[config.mk]
export PLATFORM = sky130hd
export DESIGN_NAME = pipe_ctrl_flat
export DESIGN_NICKNAME = d
export VERILOG_FILES = /design/src/rtl/pipe_ctrl_if.sv /design/src/rtl/pipe_ctrl.sv /design/src/flat_wrapper.sv
export SDC_FILE = /design/constraint.sdc
export NUM_CORES = 1
export LEC_CHECK = 0
export CAP_MARGIN = 15
export CORE_MARGIN = 2
export CORE_UTILIZATION = 45
export CTS_CLUSTER_DIAMETER = 80
export DETAILED_ROUTE_END_ITERATION = 12
export DONT_BUFFER_PORTS = 1
export GPL_TIMING_DRIVEN = 0
export PLACE_DENSITY = 0.64
export RECOVER_POWER = 25
export SLEW_MARGIN = 10
export SYNTH_ARGS = -nofsm -noshare
export SYNTH_HDL_FRONTEND = slang
export SYNTH_SLANG_ARGS = --single-unit
export TNS_END_PERCENT = 50
[constraint.sdc]
create_clock -name clk -period 4.43 [get_ports clk]
set_input_delay 0.443 -clock clk [delete_from_list [all_inputs] [get_ports clk]]
set_output_delay 0.443 -clock clk [all_outputs]
set_load 0.005 [all_outputs]
[src/rtl/pipe_ctrl_if.sv]
// Pipeline control bundle: stall requests and exception commit in, stall/flush
// vector and status counters out. slave is the control block, master the pipeline.
interface pipe_ctrl_if;
  logic        stallreq_if_i;
  logic        stallreq_id_i;
  logic        stallreq_ex_i;
  logic        stallreq_mem_i;
  logic        excp_req_i;
  logic [31:0] excp_target_i;
  logic [5:0]  stall_o;
  logic        flush_o;
  logic [31:0] new_pc_o;
  logic        excp_pending_o;
  logic        timeout_o;
  logic [31:0] stall_cycles_o;
  logic [15:0] flush_count_o;

  modport slave (
    input  stallreq_if_i, stallreq_id_i, stallreq_ex_i, stallreq_mem_i,
    input  excp_req_i, excp_target_i,
    output stall_o, flush_o, new_pc_o, excp_pending_o, timeout_o,
    output stall_cycles_o, flush_count_o
  );

  modport master (
    output stallreq_if_i, stallreq_id_i, stallreq_ex_i, stallreq_mem_i,
    output excp_req_i, excp_target_i,
    input  stall_o, flush_o, new_pc_o, excp_pending_o, timeout_o,
    input  stall_cycles_o, flush_count_o
  );
endinterface

[src/rtl/pipe_ctrl.sv]
// Central stall/flush control for the 5-stage core, with exception deferral while
// MEM waits on the data bus, a stall watchdog and stall/flush counters.
module pipe_ctrl #(
  parameter int unsigned TIMEOUT_CYCLES = 1024
) (
  input  logic          clk,
  input  logic          rst,
  pipe_ctrl_if.slave    bus
);

  localparam logic [15:0] TIMEOUT_VAL = 16'(TIMEOUT_CYCLES);

  localparam logic [5:0] STALL_MEM = 6'b011111;
  localparam logic [5:0] STALL_EX  = 6'b001111;
  localparam logic [5:0] STALL_ID  = 6'b000111;
  localparam logic [5:0] STALL_IF  = 6'b000011;

  typedef enum logic [0:0] {RUN, PEND} state_t;

  state_t      state_q, state_d;
  logic [31:0] pend_pc_q, pend_pc_d;
  logic [15:0] run_cnt_q, run_cnt_d;
  logic [31:0] stall_cycles_q, stall_cycles_d;
  logic [15:0] flush_cnt_q, flush_cnt_d;
  logic        timeout_q, timeout_d;

  logic [5:0]  stall_c;
  logic        flush_c;
  logic [31:0] new_pc_c;

  always_comb begin
    state_d   = state_q;
    pend_pc_d = pend_pc_q;
    stall_c   = '0;
    flush_c   = 1'b0;
    new_pc_c  = '0;

    unique case (state_q)
      RUN: begin
        if (bus.excp_req_i) begin
          if (bus.stallreq_mem_i) begin
            // MEM owns the bus: hold the pipe and replay the flush once it frees up.
            stall_c   = STALL_MEM;
            pend_pc_d = bus.excp_target_i;
            state_d   = PEND;
          end else begin
            flush_c  = 1'b1;
            new_pc_c = bus.excp_target_i;
          end
        end else if (bus.stallreq_mem_i) begin
          stall_c = STALL_MEM;
        end else if (bus.stallreq_ex_i) begin
          stall_c = STALL_EX;
        end else if (bus.stallreq_id_i) begin
          stall_c = STALL_ID;
        end else if (bus.stallreq_if_i) begin
          stall_c = STALL_IF;
        end
      end
      PEND: begin
        if (bus.stallreq_mem_i) begin
          stall_c = STALL_MEM;
        end else begin
          flush_c  = 1'b1;
          new_pc_c = pend_pc_q;
          state_d  = RUN;
        end
      end
      default: state_d = RUN;
    endcase

    if (!rst) begin
      stall_c  = '0;
      flush_c  = 1'b0;
      new_pc_c = '0;
    end
  end

  always_comb begin
    run_cnt_d = '0;
    if (stall_c != 6'd0) begin
      run_cnt_d = (run_cnt_q == TIMEOUT_VAL) ? run_cnt_q : run_cnt_q + 16'd1;
    end
    timeout_d      = (run_cnt_d == TIMEOUT_VAL);
    stall_cycles_d = stall_c[0] ? stall_cycles_q + 32'd1 : stall_cycles_q;
    flush_cnt_d    = flush_c ? flush_cnt_q + 16'd1 : flush_cnt_q;
  end

  always_ff @(posedge clk) begin
    if (!rst) begin
      state_q        <= RUN;
      pend_pc_q      <= '0;
      run_cnt_q      <= '0;
      timeout_q      <= 1'b0;
      stall_cycles_q <= '0;
      flush_cnt_q    <= '0;
    end else begin
      state_q        <= state_d;
      pend_pc_q      <= pend_pc_d;
      run_cnt_q      <= run_cnt_d;
      timeout_q      <= timeout_d;
      stall_cycles_q <= stall_cycles_d;
      flush_cnt_q    <= flush_cnt_d;
    end
  end

  assign bus.stall_o        = stall_c;
  assign bus.flush_o        = flush_c;
  assign bus.new_pc_o       = new_pc_c;
  assign bus.excp_pending_o = (state_q == PEND);
  assign bus.timeout_o      = timeout_q;
  assign bus.stall_cycles_o = stall_cycles_q;
  assign bus.flush_count_o  = flush_cnt_q;

endmodule
[src/flat_wrapper.sv]
// flat-port wrapper written by rule: the top's interface ports become plain ports
module pipe_ctrl_flat 
#(
  parameter int unsigned TIMEOUT_CYCLES = 1024
)
  (clk, rst, bus_stallreq_if_i, bus_stallreq_id_i, bus_stallreq_ex_i, bus_stallreq_mem_i, bus_excp_req_i, bus_excp_target_i, bus_stall_o, bus_flush_o, bus_new_pc_o, bus_excp_pending_o, bus_timeout_o, bus_stall_cycles_o, bus_flush_count_o);
  pipe_ctrl_if bus_i ();
  input  logic clk;
  input  logic rst;
  input wire logic [$bits(bus_i.stallreq_if_i)-1:0] bus_stallreq_if_i;
  input wire logic [$bits(bus_i.stallreq_id_i)-1:0] bus_stallreq_id_i;
  input wire logic [$bits(bus_i.stallreq_ex_i)-1:0] bus_stallreq_ex_i;
  input wire logic [$bits(bus_i.stallreq_mem_i)-1:0] bus_stallreq_mem_i;
  input wire logic [$bits(bus_i.excp_req_i)-1:0] bus_excp_req_i;
  input wire logic [$bits(bus_i.excp_target_i)-1:0] bus_excp_target_i;
  output wire logic [$bits(bus_i.stall_o)-1:0] bus_stall_o;
  output wire logic [$bits(bus_i.flush_o)-1:0] bus_flush_o;
  output wire logic [$bits(bus_i.new_pc_o)-1:0] bus_new_pc_o;
  output wire logic [$bits(bus_i.excp_pending_o)-1:0] bus_excp_pending_o;
  output wire logic [$bits(bus_i.timeout_o)-1:0] bus_timeout_o;
  output wire logic [$bits(bus_i.stall_cycles_o)-1:0] bus_stall_cycles_o;
  output wire logic [$bits(bus_i.flush_count_o)-1:0] bus_flush_count_o;
  assign bus_i.stallreq_if_i = bus_stallreq_if_i;
  assign bus_i.stallreq_id_i = bus_stallreq_id_i;
  assign bus_i.stallreq_ex_i = bus_stallreq_ex_i;
  assign bus_i.stallreq_mem_i = bus_stallreq_mem_i;
  assign bus_i.excp_req_i = bus_excp_req_i;
  assign bus_i.excp_target_i = bus_excp_target_i;
  assign bus_stall_o = bus_i.stall_o;
  assign bus_flush_o = bus_i.flush_o;
  assign bus_new_pc_o = bus_i.new_pc_o;
  assign bus_excp_pending_o = bus_i.excp_pending_o;
  assign bus_timeout_o = bus_i.timeout_o;
  assign bus_stall_cycles_o = bus_i.stall_cycles_o;
  assign bus_flush_count_o = bus_i.flush_count_o;
  pipe_ctrl #(.TIMEOUT_CYCLES(TIMEOUT_CYCLES)) u_core (.clk(clk), .rst(rst), .bus(bus_i));
endmodule
[After elaboration in Yosys (flattened, before gate mapping)]
Cells that the tools add are included.
Cells by class
  div/mod/pow operators: 0
  eq/ne operators: 2
  bitwise operators: 1
  muxes and demuxes: 22
  reduce and logical (&&, ||, !) cells: 2
  multiply operators: 0
  shifts and indexed selects: 0
  magnitude comparators: 0
  add/sub/neg operators: 3
Operator list (number)
  32-bit two-way mux: 4
  32-bit one-hot mux with 2 select lines: 1
  16-bit by 1-bit adder with 16-bit output (second input constant): 2
  32-bit by 1-bit adder with 32-bit output (second input constant): 1
  16-bit by 11-bit == test with 1-bit output (second input constant): 2
  16-bit two-way mux: 2
  6-bit two-way mux: 5
  6-bit one-hot mux with 2 select lines: 1
  6-bit nonzero test: 1
  1-bit two-way mux: 5
  5-bit two-way mux: 1
  1-bit one-hot mux with 2 select lines: 2
  3-bit AND reduction: 1
  2-bit two-way mux: 1
  1-bit NOT: 1
Word-level totals
  output and inout port bits: 89
  RAM bits: 0
  register bits after elaboration: 98
  bits in read-only memories: 0
  memories: 0
  logic and storage cells: 36
  latch bits: 0
  input port bits: 39

[Longest topological paths before layout]
Gate-level depths: netlist of the first run.
  word-level depth: 10
  mapped depth: 8
  depth with buffers taken out: 8

[Worst setup path before layout of the first run]
Ideal clock, no wire load.
  kind: in2out
  start point: in bus_stallreq_mem_i
  end point: out bus_stall_o[1]
  path buffers: 1
  path slack: 2502 ps
  stages on the path: 5
  data arrival time: 1485 ps
  cells stage by stage: or4_4 o21a_4 nand2_2 inv_1 buf_4
Between the ends
  word-level cells in the longest chain between the ends: 4
  elaborated cells on any way between the ends: 5
RTL lines
  start, declared: line flat_wrapper.sv:13  | input wire logic [$bits(bus_i.stallreq_mem_i)-1:0] bus_stallreq_mem_i;
  6-bit two-way mux / 5-bit two-way mux (equally long branches): line pipe_ctrl.sv:50, pipe_ctrl.sv:41, pipe_ctrl.sv:61
  6-bit two-way mux: line pipe_ctrl.sv:40  | if (bus.excp_req_i) begin
  6-bit one-hot mux with 2 select lines (*): line pipe_ctrl.sv:38  | unique case (state_q)
  6-bit two-way mux (*): line pipe_ctrl.sv:72  | if (!rst) begin
  end, declared: line flat_wrapper.sv:16  | output wire logic [$bits(bus_i.stall_o)-1:0] bus_stall_o;
Every way passes the cells marked *; elsewhere a longest branch is shown, timed or not.

[Worst setup path in the final report of the first run]
  start point: reg u_core.state_q (netlist: u_core.bus.excp_pending_o)
  end point: out bus_stall_o[1]
Between the ends
  word-level cells in the longest chain between the ends: 3
RTL lines
  start, declared: line pipe_ctrl.sv:20  | state_t state_q, state_d;
  start signal, assigned: line pipe_ctrl.sv:98  | state_q <= state_d;
  1-bit NOT: line pipe_ctrl.sv:38
  6-bit one-hot mux with 2 select lines (*): line pipe_ctrl.sv:38
  6-bit two-way mux (*): line pipe_ctrl.sv:72
Marks and branches as above.

==> results.cfg, run 1 <==
[outcome]
status = finished clean

[clock_tree]
cts_tree = yes
cts.path.max_buffers = 2
cts-root-buf = clkbuf_8
cts_resized = 0
cts_hold_buf = 0
clk_pin_slew_ns = 0.09
cts_sinks = 98
clkLatencyLatePin_ns = 0.37
numCtsBuffers = 9
postCtsSetupBuffers = 0
h-tree-depth = 3

[worst_setup_path]
critPathMaxFanout = 10
timing_worst_setup_path_type = reg -> out
path_buf_inv = 3
arrival_ns = 2.12
crit_required_ns = 3.99
worst_path_most_repeated_cell = buf_4
slowest_delay_ns = 0.53
critPathLaunchType = flop
crit_family = simple AND/OR/NAND/NOR gates
end_kind = primary output
crit_path_top_delay_cell = nor2_1
path_cells = buf_4 > nor2_1 > o21a_4 > nand2_2 > inv_1 > buf_4

[finish]
fin_nets = 638
final_cells = 740
regArea_mm2 = 0.00196
mostFrequentLayoutCells = dfxtp_1 (98), nand2_1 (94), nor2_1 (60)
area_delta_synth_final_pct = 7.57
final_common_cell = dfxtp_1
fillCellCount = 1071
multi_input_area_mm2 = 0.00284
drive_gt1_share_pct = 7.50
diodes = 0

[run]
drv_cap = 0

[drt]
firstDrtPassIters = 4
drt_first_iter_violations = 156
wl_um = 11200
route.detailed.drc = 0
via_per_inst = 5.35
postRouteAntennaNets = 0
detail_route.wl_per_cell_um = 15.1
vias = 3959

[synthesis]
netlist.area_leader.share_pct = 39.3
ys.flop_type = dfxtp_1
synth_edf_count = 0
synthArstFlopShare_pct = 0
synth_top_area_cell = dfxtp_1
synth-seq-cells = 98
synth_area_leaders = dfxtp_1 (39%), nand2_1 (7.1%), mux2i_1 (6.8%)
syn_inst = 584
synth_area_per_cell_um2 = 8.54
synth_warnings = 0
ys_seq_area_share_pct = 39.3
synth_cell_types = 53
syn_nets = 627
syn-cell-area_mm2 = 0.00499

[place]
port_buffers = 0
gp_congestion = 0.858
place_inst = 724
dp_hpwl_um = 8340

[timing]
fin_crit_ns = 2.56
hold_viol_final = 0
hold_slack_ns = 0.203
worstMarginPinSlew_ns = 0.709
finalSetupTns_ns = 0
clock_skew_ns = 0.00928
maxSlewHeadroom_pct = 52.7
fin_crit_sh_pct = 57.8
fmax_mhz = 391
rsz0062_at_grt = false
setup_viol = 0
final-max-slew-violation-count = 0

[floorplanning]
rows = 38
initial_core_util_pct = 46.0
die_area_mm2 = 0.0119
die_w_um = 109
io_pins = 128
core-area_mm2 = 0.0108
die_height_um = 109

[power]
p_leak_nw = 1.88
power.density_mw_per_mm2 = 313
power_frac_comb_pct = 7.4
clkPwrFrac_pct = 38.0
p_seq_share_pct = 54.6
power.net_switching_uw = 398
peakVddDrop_v = 0.000192
swShare_pct = 23.7
p_int_mw = 1.28

[grt]
grt_max_degree = 16
grt_pass1_vias = 3757
antenna_found_initial = 0
grt_pass1_wl_um = 17800
grt-ovfl-total = 0
grt.total_usage_pct = 19.1

[hold_path]
hold_class = in -> reg
## layer usage
layer	wire length [um]	track usage [%]	up-vias
met3	881	6.11	19
met2	5360	32.3	112
met5	0	0	-
met4	263	8.59	0
met1	4680	21.9	1852
li1	-	-	1976
## path summary, 6_finish.rpt
check	start	slack [ns]	depth (start not counted)	to
worst min-delay path	bus_excp_target_i[25]	0.20	2	u_core.pend_pc_q[25]
worst max register to register	u_core.bus.excp_pending_o	1.99	8	u_core.bus.stall_cycles_o[29]
worst min register to register	u_core.pend_pc_q[26]	0.47	2	u_core.pend_pc_q[26]
worst max-delay path	u_core.bus.excp_pending_o	1.87	6	bus_stall_o[1]
## kinds of logic (layout without fill, tap and decap cells)
group / Yosys count / after routing / share of synthesized area, %
buf+inv: 39 / 55 / 3.41
simple gates: 288 / 288 / 30.5
fa+ha+maj: 4 / 4 / 1.00
mux: 34 / 34 / 6.82
other cells: 1 / 1 / 0.0752
xor+xnor: 53 / 53 / 9.30
compound gates: 67 / 67 / 9.55
flops: 98 / 98 / 39.3
## synthesized netlist by cell type (9+ instances only)
library cell  instances
dfxtp_1              98
nand2_1              94
nor2_1               59
a21boi_0             39
xnor2_1              37
and2_1               36
mux2i_1              34
clkbuf_1             20
xor2_1               16
nand3_1              15
nand4_1              13
o21ai_0              11
or3_1                10
and3_1                9
## cell type report
class | count | share of cell area (%)
multi-input combinational | 447 | 52.9
sequential | 98 | 36.6
tap | 140 | 3.26
clock buffer | 11 | 2.63
buffer | 31 | 2.61
clock inverter | 5 | 1.45
inverter | 8 | 0.559
## power groups by stage
stage	Combinational, mW	Clock (mW)	Sequential [mW]
3_3_place_gp	0.125	0	0.938
6_report	0.124	0.638	0.918
5_1_grt	0.141	0.690	0.921
3_5_place_dp	0.127	0	0.939
2_1_floorplan	0.100	0	0.933
4_1_cts	0.128	0.662	0.918
## per-stage QoR
stage | power [mW] | worst slack [ns] | util [%] | area [um^2]
after detailed placement | 1.07 | 2.32 | 47.6 | 5160
after global placement | 1.06 | 2.35 | 47.6 | 5160
after global routing | 1.75 | 1.71 | 49.5 | 5370
final | 1.68 | 1.87 | 49.5 | 5370
after CTS | 1.71 | 1.99 | 49.7 | 5380
after floorplan | 1.03 | 2.50 | - | 4990
## sequential cells by signal, summed over array words and instances, names as in the netlist
| name | cells |
|---|---|
| u_core.bus.excp_pending_o | 1 |
| u_core.bus.flush_count_o | 16 |
| u_core.bus.stall_cycles_o | 32 |
| u_core.bus.timeout_o | 1 |
| u_core.pend_pc_q | 32 |
| u_core.run_cnt_q | 16 |
Power figures use the tool's default switching activity.
==> run 2, diff against run 1 <==
- clock period: 4.43 -> 2.4 ns (I/O delays scaled with it)
==> run 2 against run 1 <==
Critical path depth decreased by 2. Largest power group unchanged. Register-to-register slack got worse by 1.8 ns. Critical path type unchanged. Count of clock-buffer cells in the layout unchanged. Final cell count is 3.6% higher. First-iteration DRC count stayed put. Critical endpoint is now bus_new_pc_o[26].
==> results.cfg, run 2 (synthesis results as in run 1) <==
[worst_setup_path]
timing_worst_setup_path_type = reg -> out
critPathMaxFanout = 10
crit_required_ns = 2.16
reg2reg_setup_slack_ns = 0.24
end_kind = primary output
slowest_delay_ns = 0.57
critPathLaunchType = flop
path_buf_inv = 2
arrival_ns = 1.96
path_cells = buf_4 > buf_1 > mux2i_1 > nor2_1
crit_path_top_delay_cell = buf_1
crit_family = buffers and inverters
critical_path_depth = 4
r2r_cells = 7

[place]
place_inst = 724
gp_congestion = 0.858
place_area_mm2 = 0.00516
port_buffers = 0
dp_hpwl_um = 8340

[grt]
grt_use_met3_pct = 6.22
antenna_found_initial = 0
busiest_layer = met2
grt-ovfl-total = 0
grt_max_degree = 16
grt_pass1_wl_um = 18500
grt_pass1_vias = 3951
gr-usage-met1_pct = 22.3
grt.total_usage_pct = 19.7
use_met2_pct = 33.9

[clock_tree]
cts_resized = 0
cts_sinks = 98
numCtsBuffers = 9
cts-root-buf = clkbuf_8
cts_hold_buf = 27
cts_tree = yes
h-tree-depth = 3
clkLatencyLatePin_ns = 0.37
clk_pin_slew_ns = 0.09
postCtsSetupBuffers = 0
cts.path.max_buffers = 2

[timing]
setup_viol = 0
worstMarginPinSlew_ns = 0.716
fin_crit_sh_pct = 91.8
rsz0062_at_grt = false
hold_viol_final = 0
clock_skew_ns = 0.0109
maxSlewHeadroom_pct = 52.3
finalSetupTns_ns = 0
final-max-slew-violation-count = 0
fin_crit_ns = 2.20
hold_slack_ns = 0.0158
fmax_mhz = 454

[outcome]
status = finished clean

[floorplanning]
die_area_mm2 = 0.0119
die_height_um = 109
die_w_um = 109
initial_core_util_pct = 46.0
rows = 38
io_pins = 128
core-area_mm2 = 0.0108

[drt]
detail_route.wl_per_cell_um = 15.1
vias = 4073
drt_first_iter_violations = 156
route.detailed.drc = 0
firstDrtPassIters = 4
postRouteAntennaNets = 0
via_per_inst = 5.31
wl_um = 11600

[finish]
fin_nets = 665
fillCellCount = 1038
final_cells = 767
drive_gt1_share_pct = 7.34
final_common_cell = dfxtp_1
final_area_mm2 = 0.00565
mostFrequentLayoutCells = dfxtp_1 (98), nand2_1 (94), nor2_1 (59)
diodes = 0
area_delta_synth_final_pct = 13.3

[power]
finalPower_mw = 3.15
power.density_mw_per_mm2 = 557
p_leak_nw = 2.00
peakVddDrop_v = 0.000362

[run]
drv_cap = 0

[hold_path]
hold_class = in -> reg
min_delay_path_depth = 2
## run 2: routing by layer
layer / up-vias / share of wire (%)
met1: 1920 / 42
li1: 2033 / -
met2: 103 / 48
met5: - / 0
met4: 0 / 2.2
met3: 17 / 7.4
## run 2: path summary, 6_finish.rpt
| check | from | to |
|---|---|---|
| setup / recovery | u_core.bus.excp_pending_o | bus_new_pc_o[26] |
| hold reg to reg | u_core.pend_pc_q[18] | u_core.pend_pc_q[18] |
| hold / removal | bus_excp_target_i[17] | u_core.pend_pc_q[17] |
| setup reg to reg | u_core.run_cnt_q[0] | u_core.bus.timeout_o |
## run 2: cell type report
cell class              count  area (um^2)  share of cell area [%]
plain buffers              31          140                    2.48
clock buffers              11          141                    2.50
clock inverters             5         77.6                    1.37
inverters                   8         30.0                   0.531
multi-input cells         447         2860                    50.5
flip-flops and latches     98         1960                    34.7
well taps                 140          175                    3.10
repair buffers             27          270                    4.78
## run 2: stage by stage
step / util, % / worst slack (ns)
2_1_floorplan: - / 0.643
3_3_place_gp: 47.6 / 0.330
3_5_place_dp: 47.6 / 0.291
4_1_cts: 52.2 / 0.162
5_1_grt: 52.2 / 0.0657
6_report: 52.2 / 0.196
## run 2: where the power goes
group          total, mW  internal, mW  leakage (nW)  switching, mW
Clock               1.19         0.613         0.109          0.573
Combinational      0.270         0.124          1.09          0.146
Sequential          1.69          1.66         0.794         0.0335
## run 2: worst register-to-register path: cells and delay by family, from the launching register on
kind / cells / cell delay [ns]
and+or+nand+nor: 4 / 1.01
DFF: 1 / 0.48
adders and majority gates: 1 / 0.24
muxes: 1 / 0.21
AOI/OAI and AO/OA: 1 / 0.11
